<file path="src/rtl/led_afterglow_pwm.sv">
// Per-channel LED PWM driver with stepwise brightness decay ("comet tail" afterglow).
// Optional macro GAMMA_CORR_EN selects a gamma~2 duty curve instead of linear.
module led_afterglow_pwm #(
   parameter int N         = 8,
   parameter int BW        = 4,
   parameter int DECAY_DIV = 16
) (
   input  logic         clk,
   input  logic         rst_n,
   input  logic         step_en,
   input  logic [N-1:0] led_in,
   output logic [N-1:0] pwm_out,
   output logic         onehot_err
);

   localparam int DW = $clog2(DECAY_DIV + 1);
   localparam logic [BW-1:0] MAX        = {BW{1'b1}};
   localparam logic [BW-1:0] CNT_LAST   = {{(BW-1){1'b1}}, 1'b0};
   localparam logic [DW-1:0] DECAY_LAST = DW'(DECAY_DIV - 1);

   // Brightness level to PWM compare threshold.
   function automatic logic [BW-1:0] cmp(input logic [BW-1:0] lvl);
`ifdef GAMMA_CORR_EN
      logic [2*BW-1:0] sq;
      sq = ({{BW{1'b0}}, lvl} * {{BW{1'b0}}, lvl}) + {{BW{1'b0}}, MAX};
      return sq[2*BW-1:BW];
`else
      return lvl;
`endif
   endfunction

   logic [BW-1:0]         pwm_cnt_q, pwm_cnt_d;
   logic [DW-1:0]         decay_cnt_q, decay_cnt_d;
   logic [N-1:0][BW-1:0]  level_q, level_d;
   logic [N-1:0][BW-1:0]  shadow_q, shadow_d;
   logic [N-1:0]          pwm_out_q, pwm_out_d;
   logic                  onehot_err_q, onehot_err_d;
   logic                  period_end_s;
   logic                  decay_tick_s;
   logic [N-1:0]          led_dec_s;

   // Next-state logic: period/decay counters, levels, shadow thresholds, PWM and error flag.
   always_comb begin
      period_end_s = (pwm_cnt_q == CNT_LAST);
      decay_tick_s = period_end_s && (decay_cnt_q == DECAY_LAST);

      if (period_end_s) begin
         pwm_cnt_d = {BW{1'b0}};
      end else begin
         pwm_cnt_d = pwm_cnt_q + {{(BW-1){1'b0}}, 1'b1};
      end

      if (decay_tick_s) begin
         decay_cnt_d = {DW{1'b0}};
      end else if (period_end_s) begin
         decay_cnt_d = decay_cnt_q + {{(DW-1){1'b0}}, 1'b1};
      end else begin
         decay_cnt_d = decay_cnt_q;
      end

      // A fresh load beats a coincident decay so the head of the comet is always full.
      for (int i = 0; i < N; i++) begin
         if (step_en && led_in[i]) begin
            level_d[i] = MAX;
         end else if (decay_tick_s && (level_q[i] != {BW{1'b0}})) begin
            level_d[i] = level_q[i] - {{(BW-1){1'b0}}, 1'b1};
         end else begin
            level_d[i] = level_q[i];
         end

         if (period_end_s) begin
            shadow_d[i] = cmp(level_d[i]);
         end else begin
            shadow_d[i] = shadow_q[i];
         end

         pwm_out_d[i] = (pwm_cnt_d < shadow_d[i]);
      end

      led_dec_s    = led_in - {{(N-1){1'b0}}, 1'b1};
      onehot_err_d = step_en && ((led_in == {N{1'b0}}) || ((led_in & led_dec_s) != {N{1'b0}}));
   end

   // State registers with asynchronous clear.
   always_ff @(posedge clk or negedge rst_n) begin
      if (!rst_n) begin
         pwm_cnt_q    <= {BW{1'b0}};
         decay_cnt_q  <= {DW{1'b0}};
         level_q      <= {(N*BW){1'b0}};
         shadow_q     <= {(N*BW){1'b0}};
         pwm_out_q    <= {N{1'b0}};
         onehot_err_q <= 1'b0;
      end else begin
         pwm_cnt_q    <= pwm_cnt_d;
         decay_cnt_q  <= decay_cnt_d;
         level_q      <= level_d;
         shadow_q     <= shadow_d;
         pwm_out_q    <= pwm_out_d;
         onehot_err_q <= onehot_err_d;
      end
   end

   assign pwm_out    = pwm_out_q;
   assign onehot_err = onehot_err_q;

endmodule

</file>
<file path="config.mk">
export PLATFORM = sky130hd
export DESIGN_NAME = led_afterglow_pwm
export DESIGN_NICKNAME = d
export VERILOG_FILES = /design/src/rtl/led_afterglow_pwm.sv
export SDC_FILE = /design/constraint.sdc
export NUM_CORES = 1
export LEC_CHECK = 0
export CORE_MARGIN = 3
export CORE_UTILIZATION = 55
export CTS_CLUSTER_SIZE = 8
export DETAILED_ROUTE_END_ITERATION = 12
export PLACE_DENSITY = 0.8
export SYNTH_ARGS = -nofsm -noshare
export SYNTH_HDL_FRONTEND = slang
export SYNTH_SLANG_ARGS = --single-unit
</file>
<file path="constraint.sdc">
create_clock -name clk -period 4.5 [get_ports clk]
set_input_delay 0.45 -clock clk [delete_from_list [all_inputs] [get_ports clk]]
set_output_delay 0.45 -clock clk [all_outputs]
set_load 0.05 [all_outputs]
</file>
==> out/metrics.yaml, run 1 <==
run_status:
  status: "finished clean"
route:
  detail-route-antenna-nets: 0
  finalWirelength_um: 9280
  drc: 0
  drt_iter0_markers: 136
  drt-pass1-iter-count: 4
  wl_per_cell_um: 17.1
  vias: 3239
  viasPerCell: 5.98
critical_path:
  arrival_ps: 3190
  worstSetupStartpointType: "flop"
  rrSetupSlack_ps: 1570
  worstPathMaxFanout: 38
  critPathMaxStageDelay_ps: 780
  end_kind: "flop"
  critical_path_class: "reg -> reg"
  cp_common_cell: "nand3_1"
  worstPathCellList: "and4b_4 -> nand4_1 -> or3_1 -> nand3_1 -> mux2i_1 -> ha_1 -> nand3_1 -> o21a_1"
  crit_family: "simple AND/OR/NAND/NOR gates"
  path_buf_inv: 0
  cpMaxStageDelayCell: "and4b_4"
  required_ps: 4750
cts:
  post_cts_buffers: 0
  clock-sinks: 82
  clk_path_buf_depth: 2
  cts_tree: "built"
  hold_buffers: 0
  clk_pin_slew_ps: 90
  clk_latency_ps: 360
  cts_resized: 0
  htreeDepth: 3
  root_buffer: "clkbuf_8"
  cts_buffers: 9
logic_synthesis:
  synth_cell_types: 49
  synth_area_leaders: "dfrtp_1 (44%), ha_1 (8.9%), mux2i_1 (4.7%)"
  synthArstFlopShare_pct: 100
  synth_common_cells: "dfrtp_1 (82), nand2_1 (43), ha_1 (33)"
  yosysWarningCount: 0
  synthesis.nets: 458
  ys_ff_latch: 82
  synth.most_common_cell: "dfrtp_1"
  netlist_instances: 414
  netlist_area_um2: 4660
  synth-edff-count: 0
  synth_top_area_share_pct: 44.1
  ys_seq_area_share_pct: 44.1
  yosysTopAreaCell: "dfrtp_1"
  avgSynthCellArea_um2: 11.2
  ys.flop_type: "dfrtp_1"
floorplan:
  initial_core_util_pct: 58.4
  pin_count: 20
  die_x_um: 98.0
  coreArea_um2: 7970
  die_area_um2: 9600
  dieHeight_um: 98.0
  rows: 32
global_route:
  grt_pass1_wl_um: 16000
  grt_start_max_net_pins: 83
  antenna_found_initial: 0
  grt_usage_pct: 20.8
  grt_pass1_vias: 3370
  gr-total-overflow: 0
sta:
  hold_slack_ps: 251
  fin_setup_tns_ps: 0
  fin_ws_ps: 1570
  fin_worst_skew_ps: 8.74
  rsz0062_at_grt: "no"
  fmax_mhz: 341
  slew_headroom_pct: 4.48
  finalCritPeriodShare_pct: 65.2
  hold_violations: 0
  maxSlewViolCount: 0
  finalCriticalPeriod_ps: 2930
  worst_pin_slew_ps: 1420
  setup_viol: 0
placed_design:
  routabilityCongestion: 0.782
  place_inst: 526
  portBuffers: 19
  dp_hpwl_um: 6340
  pre_cts_ws_ps: 1580
cells_and_area:
  fin_nets: 479
  drive_above_1_share_pct: 17.5
  syn2layout_area_growth_pct: 10.6
  layout.cells.non_filler: 542
  antennaDiodeCount: 0
power_and_ir_drop:
  ir_worst_vdd_mv: 0.153
  leakagePower_nw: 2.05
  powerDensity_nw_per_um2: 277
hold_path:
  hp-class: "in -> async"
run:
  maxCapViolCount: 0
[per-layer routing]
metal / wire (um) / GRT usage (%) / vias to the layer above
li1: - / - / 1560
met1: 3990 / 26.6 / 1583
met2: 4490 / 34.1 / 71
met3: 459 / 3.50 / 25
met4: 334 / 10.4 / 0
met5: 0 / 0 / -
[layout by cell type (no fill, tap or decap), types with 9 or more instances in the layout]
master / n
xnor2_1: 10
ha_1: 33
nand2_1: 43
nand3_1: 17
o21a_1: 9
a21oi_1: 9
o21ai_0: 14
a21o_1: 10
clkbuf_8: 9
mux2i_1: 22
or3_1: 12
inv_1: 20
mux2_2: 17
clkdlybuf4s50_1: 18
nand3_2: 11
nor2_1: 10
dfrtp_1: 82
[layout make-up]
class	count	area, um2
fillers	608	2820
multi-input cells	296	2420
flip-flops and latches	82	2050
repair buffers	25	233
clock buffers	10	128
well taps	102	128
clock inverters	6	114
inverters	21	78.8
[registers in the layout, indices dropped and copies added (netlist names)]
name	cells
shadow_q	32
pwm_cnt_q	4
pwm_out	8
onehot_err	1
decay_cnt_q	5
level_q	32
[power breakdown]
group	switching [W]	leakage, nW	internal [W]
Sequential	0.000000212	0.752	0.000737
Clock	0.000273	0.113	0.000371
Combinational	0.0000316	1.18	0.0000124
Total	0.000305	2.05	0.00112
[path summary, 6_finish.rpt]
path                                       startpoint                         end  depth (start not counted)
max                            pwm_cnt_q[0]$_DFF_PN0_        pwm_out[1]$_DFF_PN0_                          8
min reg2reg                decay_cnt_q[0]$_DFFE_PN0P_  decay_cnt_q[0]$_DFFE_PN0P_                          1
min in group clk           decay_cnt_q[0]$_DFFE_PN0P_  decay_cnt_q[0]$_DFFE_PN0P_                          1
max in group asynchronous                       rst_n        pwm_out[6]$_DFF_PN0_                          1
max reg2reg                    pwm_cnt_q[0]$_DFF_PN0_        pwm_out[1]$_DFF_PN0_                          8
min                                             rst_n      shadow_q[30]$_DFF_PN0_                          1
[through the flow]
stage | power, W | cell area (um2) | util [%]
2_1_floorplan | 0.000765 | 4660 | -
3_3_place_gp | 0.000796 | 4910 | 61.6
3_5_place_dp | 0.000797 | 4910 | 61.6
4_1_cts | 0.00144 | 5150 | 64.7
5_1_grt | 0.00147 | 5150 | 64.7
6_report | 0.00142 | 5150 | 64.7
[logic make-up (layout without fill, tap and decap cells)]
| family | count (synthesis) | after routing | share of synthesized area (%) |
|---|---|---|---|
| adder cells (fa/ha/maj) | 33 | 33 | 8.87 |
| AND/OR/NAND/NOR | 129 | 129 | 18.5 |
| buffers and inverters | 36 | 62 | 3.98 |
| flip-flops | 82 | 82 | 44.1 |
| AO/OA/AOI/OAI | 77 | 77 | 11.8 |
| XOR/XNOR | 14 | 14 | 2.63 |
| multiplexers | 43 | 43 | 10.1 |
No activity file was read; power rests on OpenSTA's default activity.
==> run 2: changes to the inputs <==
==> constraint.sdc (replaced) <==
create_clock -name clk -period 2.7 [get_ports clk]
set_input_delay 0.27 -clock clk [delete_from_list [all_inputs] [get_ports clk]]
set_output_delay 0.27 -clock clk [all_outputs]
set_load 0.05 [all_outputs]
==> out/metrics.yaml, run 2 (synthesized netlist as in run 1, its figures left out) <==
run_status:
  status: "finished clean"
floorplan:
  die_x_um: 98.0  # unchanged
  coreArea_um2: 7970  # unchanged
  initial_core_util_pct: 58.4  # unchanged
  die_area_um2: 9600  # unchanged
  rows: 32  # unchanged
  pin_count: 20  # unchanged
  dieHeight_um: 98.0  # unchanged
sta:
  fin_worst_skew_ps: 6.94  # -1.80 ps
  finalCriticalPeriod_ps: 2470  # -466 ps
  worst_pin_slew_ps: 1030  # -393 ps
  hold_violations: 0  # unchanged
  slew_headroom_pct: 31.7  # +27 points
  setup_viol: 0  # unchanged
  fmax_mhz: 405  # +19%
  finalCritPeriodShare_pct: 91.4  # +26 points
  rsz0062_at_grt: "no"
  fin_setup_tns_ps: 0  # unchanged
  maxSlewViolCount: 0  # unchanged
global_route:
  grt_usage_pct: 20.4  # -0.38 points
  grt_start_max_net_pins: 83  # unchanged
  grt_pass1_wl_um: 15800  # -1.5%
  antenna_found_initial: 0  # unchanged
  gr-total-overflow: 0  # unchanged
  grt_pass1_vias: 3277  # -2.8%
critical_path:
  ff2ff_path_depth: 9  # +1
  critical_path_class: "reg -> reg"
  worstSetupStartpointType: "flop"
  required_ps: 2950  # -1800 ps
  worstPathMaxFanout: 15  # -61%
  end_kind: "flop"
  r2r-start: "pwm_cnt_q[0]$_DFF_PN0_"
  rrSetupSlack_ps: 230  # -1330 ps
  worstReg2RegEnd: "pwm_out[3]$_DFF_PN0_"
  arrival_ps: 2720  # -470 ps
run:
  maxCapViolCount: 0  # unchanged
route:
  drc: 0  # unchanged
  finalWirelength_um: 9240  # -0.44%
  vias: 3261  # +0.68%
  drt_iter0_markers: 98  # -28%
  wl_met1_um: 4130  # +3.5%
  detail-route-antenna-nets: 0  # unchanged
  dr.max_layer_used: "met4"
  viasPerCell: 5.88  # -1.7%
  drt-pass1-iter-count: 4  # unchanged
  wl_met2_um: 4590  # +2.1%
  dr_wl_met3_um: 418  # -8.9%
  wl_per_cell_um: 16.6  # -2.8%
placed_design:
  portBuffers: 19  # unchanged
  dp_hpwl_um: 6570  # +3.6%
  routabilityCongestion: 0.816  # +4.3%
hold_path:
  hp-class: "in -> async"
power_and_ir_drop:
  powerDensity_nw_per_um2: 417  # +51%
  ir_worst_vdd_mv: 0.312  # +100%
  leakagePower_nw: 2.10  # +2.7%
  totalPowerFinal_w: 0.00217  # +52%
cts:
  hold_buffers: 0  # unchanged
  root_buffer: "clkbuf_8"
  htreeDepth: 3  # unchanged
  clk_path_buf_depth: 2  # unchanged
  clk_latency_ps: 350  # about the same
  clk_pin_slew_ps: 80  # about the same
  clock-sinks: 82  # unchanged
  cts_buffers: 9  # unchanged
  cts_tree: "built"
cells_and_area:
  antennaDiodeCount: 0  # unchanged
  final_common_cell: "dfrtp_1"
  drive_above_1_share_pct: 19.9  # +2.4 points
  num-fill-cells: 571  # -6.1%
  syn2layout_area_growth_pct: 11.7
  fin_nets: 493  # +2.9%
  layout_common_cells: "dfrtp_1 (82), nand2_1 (43), ha_1 (33)"
-- run 2: changes by cell type in the layout (fill, tap and decap cells not counted), sizes merged --
cell and change:
buf +14, clkbuf +2, clkinv +2, inv -1
clkinvlp -2, bufinv -2
-- run 2: power breakdown --
part | switching (W) | internal, W
logic | 0.0000532 | 0.0000207
clock network | 0.000418 | 0.000446
registers | 0.000000617 | 0.00123
total | 0.000472 | 0.00169
-- run 2: layer usage --
layer / GRT usage (%) / vias to the layer above
met2: 34.2 / 59
met1: 26.8 / 1603
met5: 0 / -
met4: 6.39 / 0
met3: 4.00 / 11
li1: - / 1588
-- run 2: area by class of cell --
type	instances	area [um2]	share of cell area (%)
Multi-Input combinational cell	296	2420	46.5
Clock buffer	12	145	2.79
Timing Repair Buffer	39	338	6.50
Inverter	21	78.8	1.52
Sequential cell	82	2050	39.5
Clock inverter	3	40.0	0.770
Tap cell	102	128	2.45
-- run 2: what timing repair did --
action,CTS,global route
resized for setup,0,1
endpoints found under the setup margin,0,2
setup buffers,0,5
-- run 2: critical path, cell delays in order (launching register included) --
cell     delay [ps]
dfrtp_1         440
and4b_4         510
buf_4           170
nand4_4         110
or3_1           380
nand3_2         110
mux2i_1          90
ha_1            310
nand3_1          70
o21a_1          180
-- run 2: worst max path at each step --
stage / start / end / slack, ps / cells after the start
after floorplan: decay_cnt_q[0]$_DFFE_PN0P_ / pwm_out[7]$_DFF_PN0_ / 400 / 11
after global placement: decay_cnt_q[0]$_DFFE_PN0P_ / pwm_out[5]$_DFF_PN0_ / 230 / 9
after detailed placement: decay_cnt_q[0]$_DFFE_PN0P_ / pwm_out[5]$_DFF_PN0_ / 180 / 9
after CTS: decay_cnt_q[0]$_DFFE_PN0P_ / pwm_out[5]$_DFF_PN0_ / 140 / 9
after global routing: pwm_cnt_q[0]$_DFF_PN0_ / pwm_out[7]$_DFF_PN0_ / 40 / 9
final: pwm_cnt_q[0]$_DFF_PN0_ / pwm_out[3]$_DFF_PN0_ / 230 / 9
-- run 2: through the flow --
step	cell area [um2]	utilization, %	hold slack (ps)	setup slack [ps]	cells
2_1_floorplan	4660	-	-25.6	399	414
3_3_place_gp	4980	62.5	488	228	535
3_5_place_dp	4980	62.5	493	180	535
4_1_cts	5160	64.8	133	142	550
5_1_grt	5200	65.3	171	39.2	555
6_report	5200	65.3	77.7	232	555
==> run 3: changes to the inputs <==
--- a/config.mk
+++ b/config.mk
@@ -10,6 +10,7 @@
 export CTS_CLUSTER_SIZE = 8
 export DETAILED_ROUTE_END_ITERATION = 12
 export PLACE_DENSITY = 0.8
+export SETUP_SLACK_MARGIN = 0.5
 export SYNTH_ARGS = -nofsm -noshare
 export SYNTH_HDL_FRONTEND = slang
 export SYNTH_SLANG_ARGS = --single-unit
==> out/metrics.yaml, run 3 (synthesized netlist as in run 1, its figures left out) <==
critical_path:
  arrival_ps: 2600  # -120 ps
  end_kind: "flop"
  worstPathMaxFanout: 6  # -9
  worstSetupStartpointType: "flop"
  critical_path_class: "reg -> reg"
  rrSetupSlack_ps: 350  # +120 ps
  required_ps: 2950  # about the same
  ff2ff_path_depth: 9  # unchanged
power_and_ir_drop:
  switchingPower_w: 0.000508  # +7.7%
  intPower_w: 0.00179  # +5.5%
  switching_share_pct: 22.1  # +0.36 points
  powerDensity_nw_per_um2: 404  # -3.0%
  power_frac_comb_pct: 3.4  # about the same
  leakagePower_nw: 2.28  # +8.3%
  power_frac_seq_pct: 53.5  # -3.2 points
  ir_worst_vdd_mv: 0.305  # -2.3%
  clkPwrFrac_pct: 43.1  # +3.2 points
cts:
  clock-sinks: 82  # unchanged
  clk_latency_ps: 360  # about the same
  clk_path_buf_depth: 2  # unchanged
  clk_pin_slew_ps: 80  # about the same
  cts_buffers: 9  # unchanged
  cts_tree: "built"
  root_buffer: "clkbuf_8"
  htreeDepth: 3  # unchanged
route:
  wl_per_cell_um: 19.1  # +15%
  drt-pass1-iter-count: 4  # unchanged
  detail-route-antenna-nets: 0  # unchanged
  drc: 0  # unchanged
  finalWirelength_um: 11300  # +22%
  viasPerCell: 6.15  # +4.7%
  drt_iter0_markers: 232  # +140%
  vias: 3636  # +11%
cells_and_area:
  antennaDiodeCount: 0  # unchanged
  drive_above_1_share_pct: 32.3  # +12 points
  syn2layout_area_growth_pct: 22.1
  final_util_pct: 71.4  # +6.1 points
  fin_nets: 529  # +7.3%
  layout_common_cells: "dfrtp_1 (79), buf_4 (49), nand2_1 (42)"
  final_common_cell: "dfrtp_1"
  layout.cells.non_filler: 591  # +6.5%
sta:
  fmax_mhz: 426  # +5.1%
  hold_slack_ps: 74.0  # -3.75 ps
  fin_ws_ps: 351  # +119 ps
  fin_worst_skew_ps: 6.54  # -0.400 ps
  finalCritPeriodShare_pct: 87.0  # -4.4 points
  maxSlewViolCount: 0  # unchanged
  setup_viol: 0  # unchanged
  worst_pin_slew_ps: 1010  # -16.6 ps
  hold_violations: 0  # unchanged
  fin_setup_tns_ps: 0  # unchanged
  slew_headroom_pct: 32.8  # +1.1 points
  rsz0062_at_grt: "yes"
  finalCriticalPeriod_ps: 2350  # -119 ps
placed_design:
  dp_hpwl_um: 6770  # +3.2%
  portBuffers: 19  # unchanged
  place_inst: 533  # -0.37%
  pre_cts_ws_ps: 128  # -51.9 ps
  routabilityCongestion: 0.858  # +5.2%
hold_path:
  hp-class: "in -> async"
global_route:
  grt_usage_pct: 24.2  # +3.8 points
  grt_pass1_wl_um: 18400  # +17%
  gr-total-overflow: 0  # unchanged
  antenna_found_initial: 0  # unchanged
  grt_pass1_vias: 3733  # +14%
  grt_start_max_net_pins: 83  # unchanged
floorplan:
  die_x_um: 98.0  # unchanged
  rows: 32  # unchanged
  die_area_um2: 9600  # unchanged
  dieHeight_um: 98.0  # unchanged
  initial_core_util_pct: 58.4  # unchanged
  pin_count: 20  # unchanged
  coreArea_um2: 7970  # unchanged
run_status:
  status: "finished clean"
run:
  maxCapViolCount: 0  # unchanged
## run 3: cell count changes in the layout (fill, tap and decap cells not counted), moves of 5 or more
cell and delta:
inv_1 -8, buf_4 +28, ha_2 +5, nand3_2 +5
inv_2 +8, buf_6 +6, ha_1 -9, nand3_1 -5
## run 3: worst max-delay path: stages, from the launching register on
cell and delay [ps]:
dfrtp_1 430, and4b_4 410, buf_4 130, nand4_1 130
or3_1 360, nand3_2 100, mux2i_1 80, ha_1 340
nand3_1 70, o21a_1 190
## run 3: power groups by stage
stage	clock [W]	sequential [W]	combinational, W
after floorplan	0	0.00126	0.0000194
after global placement	0	0.00125	0.0000760
after detailed placement	0	0.00125	0.0000785
after CTS	0.000992	0.00123	0.0000787
after global routing	0.00105	0.00123	0.0000862
final	0.000990	0.00123	0.0000780
## run 3: stage by stage
stage	instance area (um2)	power, W
after floorplan	4700	0.00128
after global placement	5000	0.00133
after detailed placement	5000	0.00133
after CTS	5610	0.00230
after global routing	5690	0.00237
final	5690	0.00230
## run 3: final cells by class
cell class / count / area, um2
Clock buffer: 10 / 138
Clock inverter: 5 / 78.8
Fill cell: 513 / 2280
Inverter: 21 / 78.8
Multi-Input combinational cell: 298 / 2590
Sequential cell: 82 / 2060
Tap cell: 102 / 128
Timing Repair Buffer: 73 / 616
## run 3: repair_timing
| action | in CTS | in global routing |
|---|---|---|
| hold buffers | 0 | 0 |
| cloned | 2 | 0 |
| setup endpoints to repair | 8 | 8 |
| pin swaps | 34 | 10 |
| gates resized for setup | 43 | 5 |
| buffers inserted | 34 | 7 |
| endpoints found under the hold margin | 0 | 0 |
## run 3: path summary, 6_finish.rpt
check	start	end
worst max-delay path	pwm_cnt_q[0]$_DFF_PN0_	pwm_out[2]$_DFF_PN0_
worst min-delay path	rst_n	shadow_q[29]$_DFF_PN0_
worst max register to register	pwm_cnt_q[0]$_DFF_PN0_	pwm_out[2]$_DFF_PN0_
worst min register to register	shadow_q[18]$_DFF_PN0_	shadow_q[18]$_DFF_PN0_
max in group asynchronous	rst_n	pwm_cnt_q[3]$_DFF_PN0_
min in group clk	shadow_q[18]$_DFF_PN0_	shadow_q[18]$_DFF_PN0_
## run 3: per-layer routing
| layer | routed length, um | GRT usage, % |
|---|---|---|
| met1 | 4600 | 30.4 |
| met2 | 5520 | 39.5 |
| met3 | 581 | 3.71 |
| met4 | 576 | 14.5 |
| met5 | 0 | 0 |
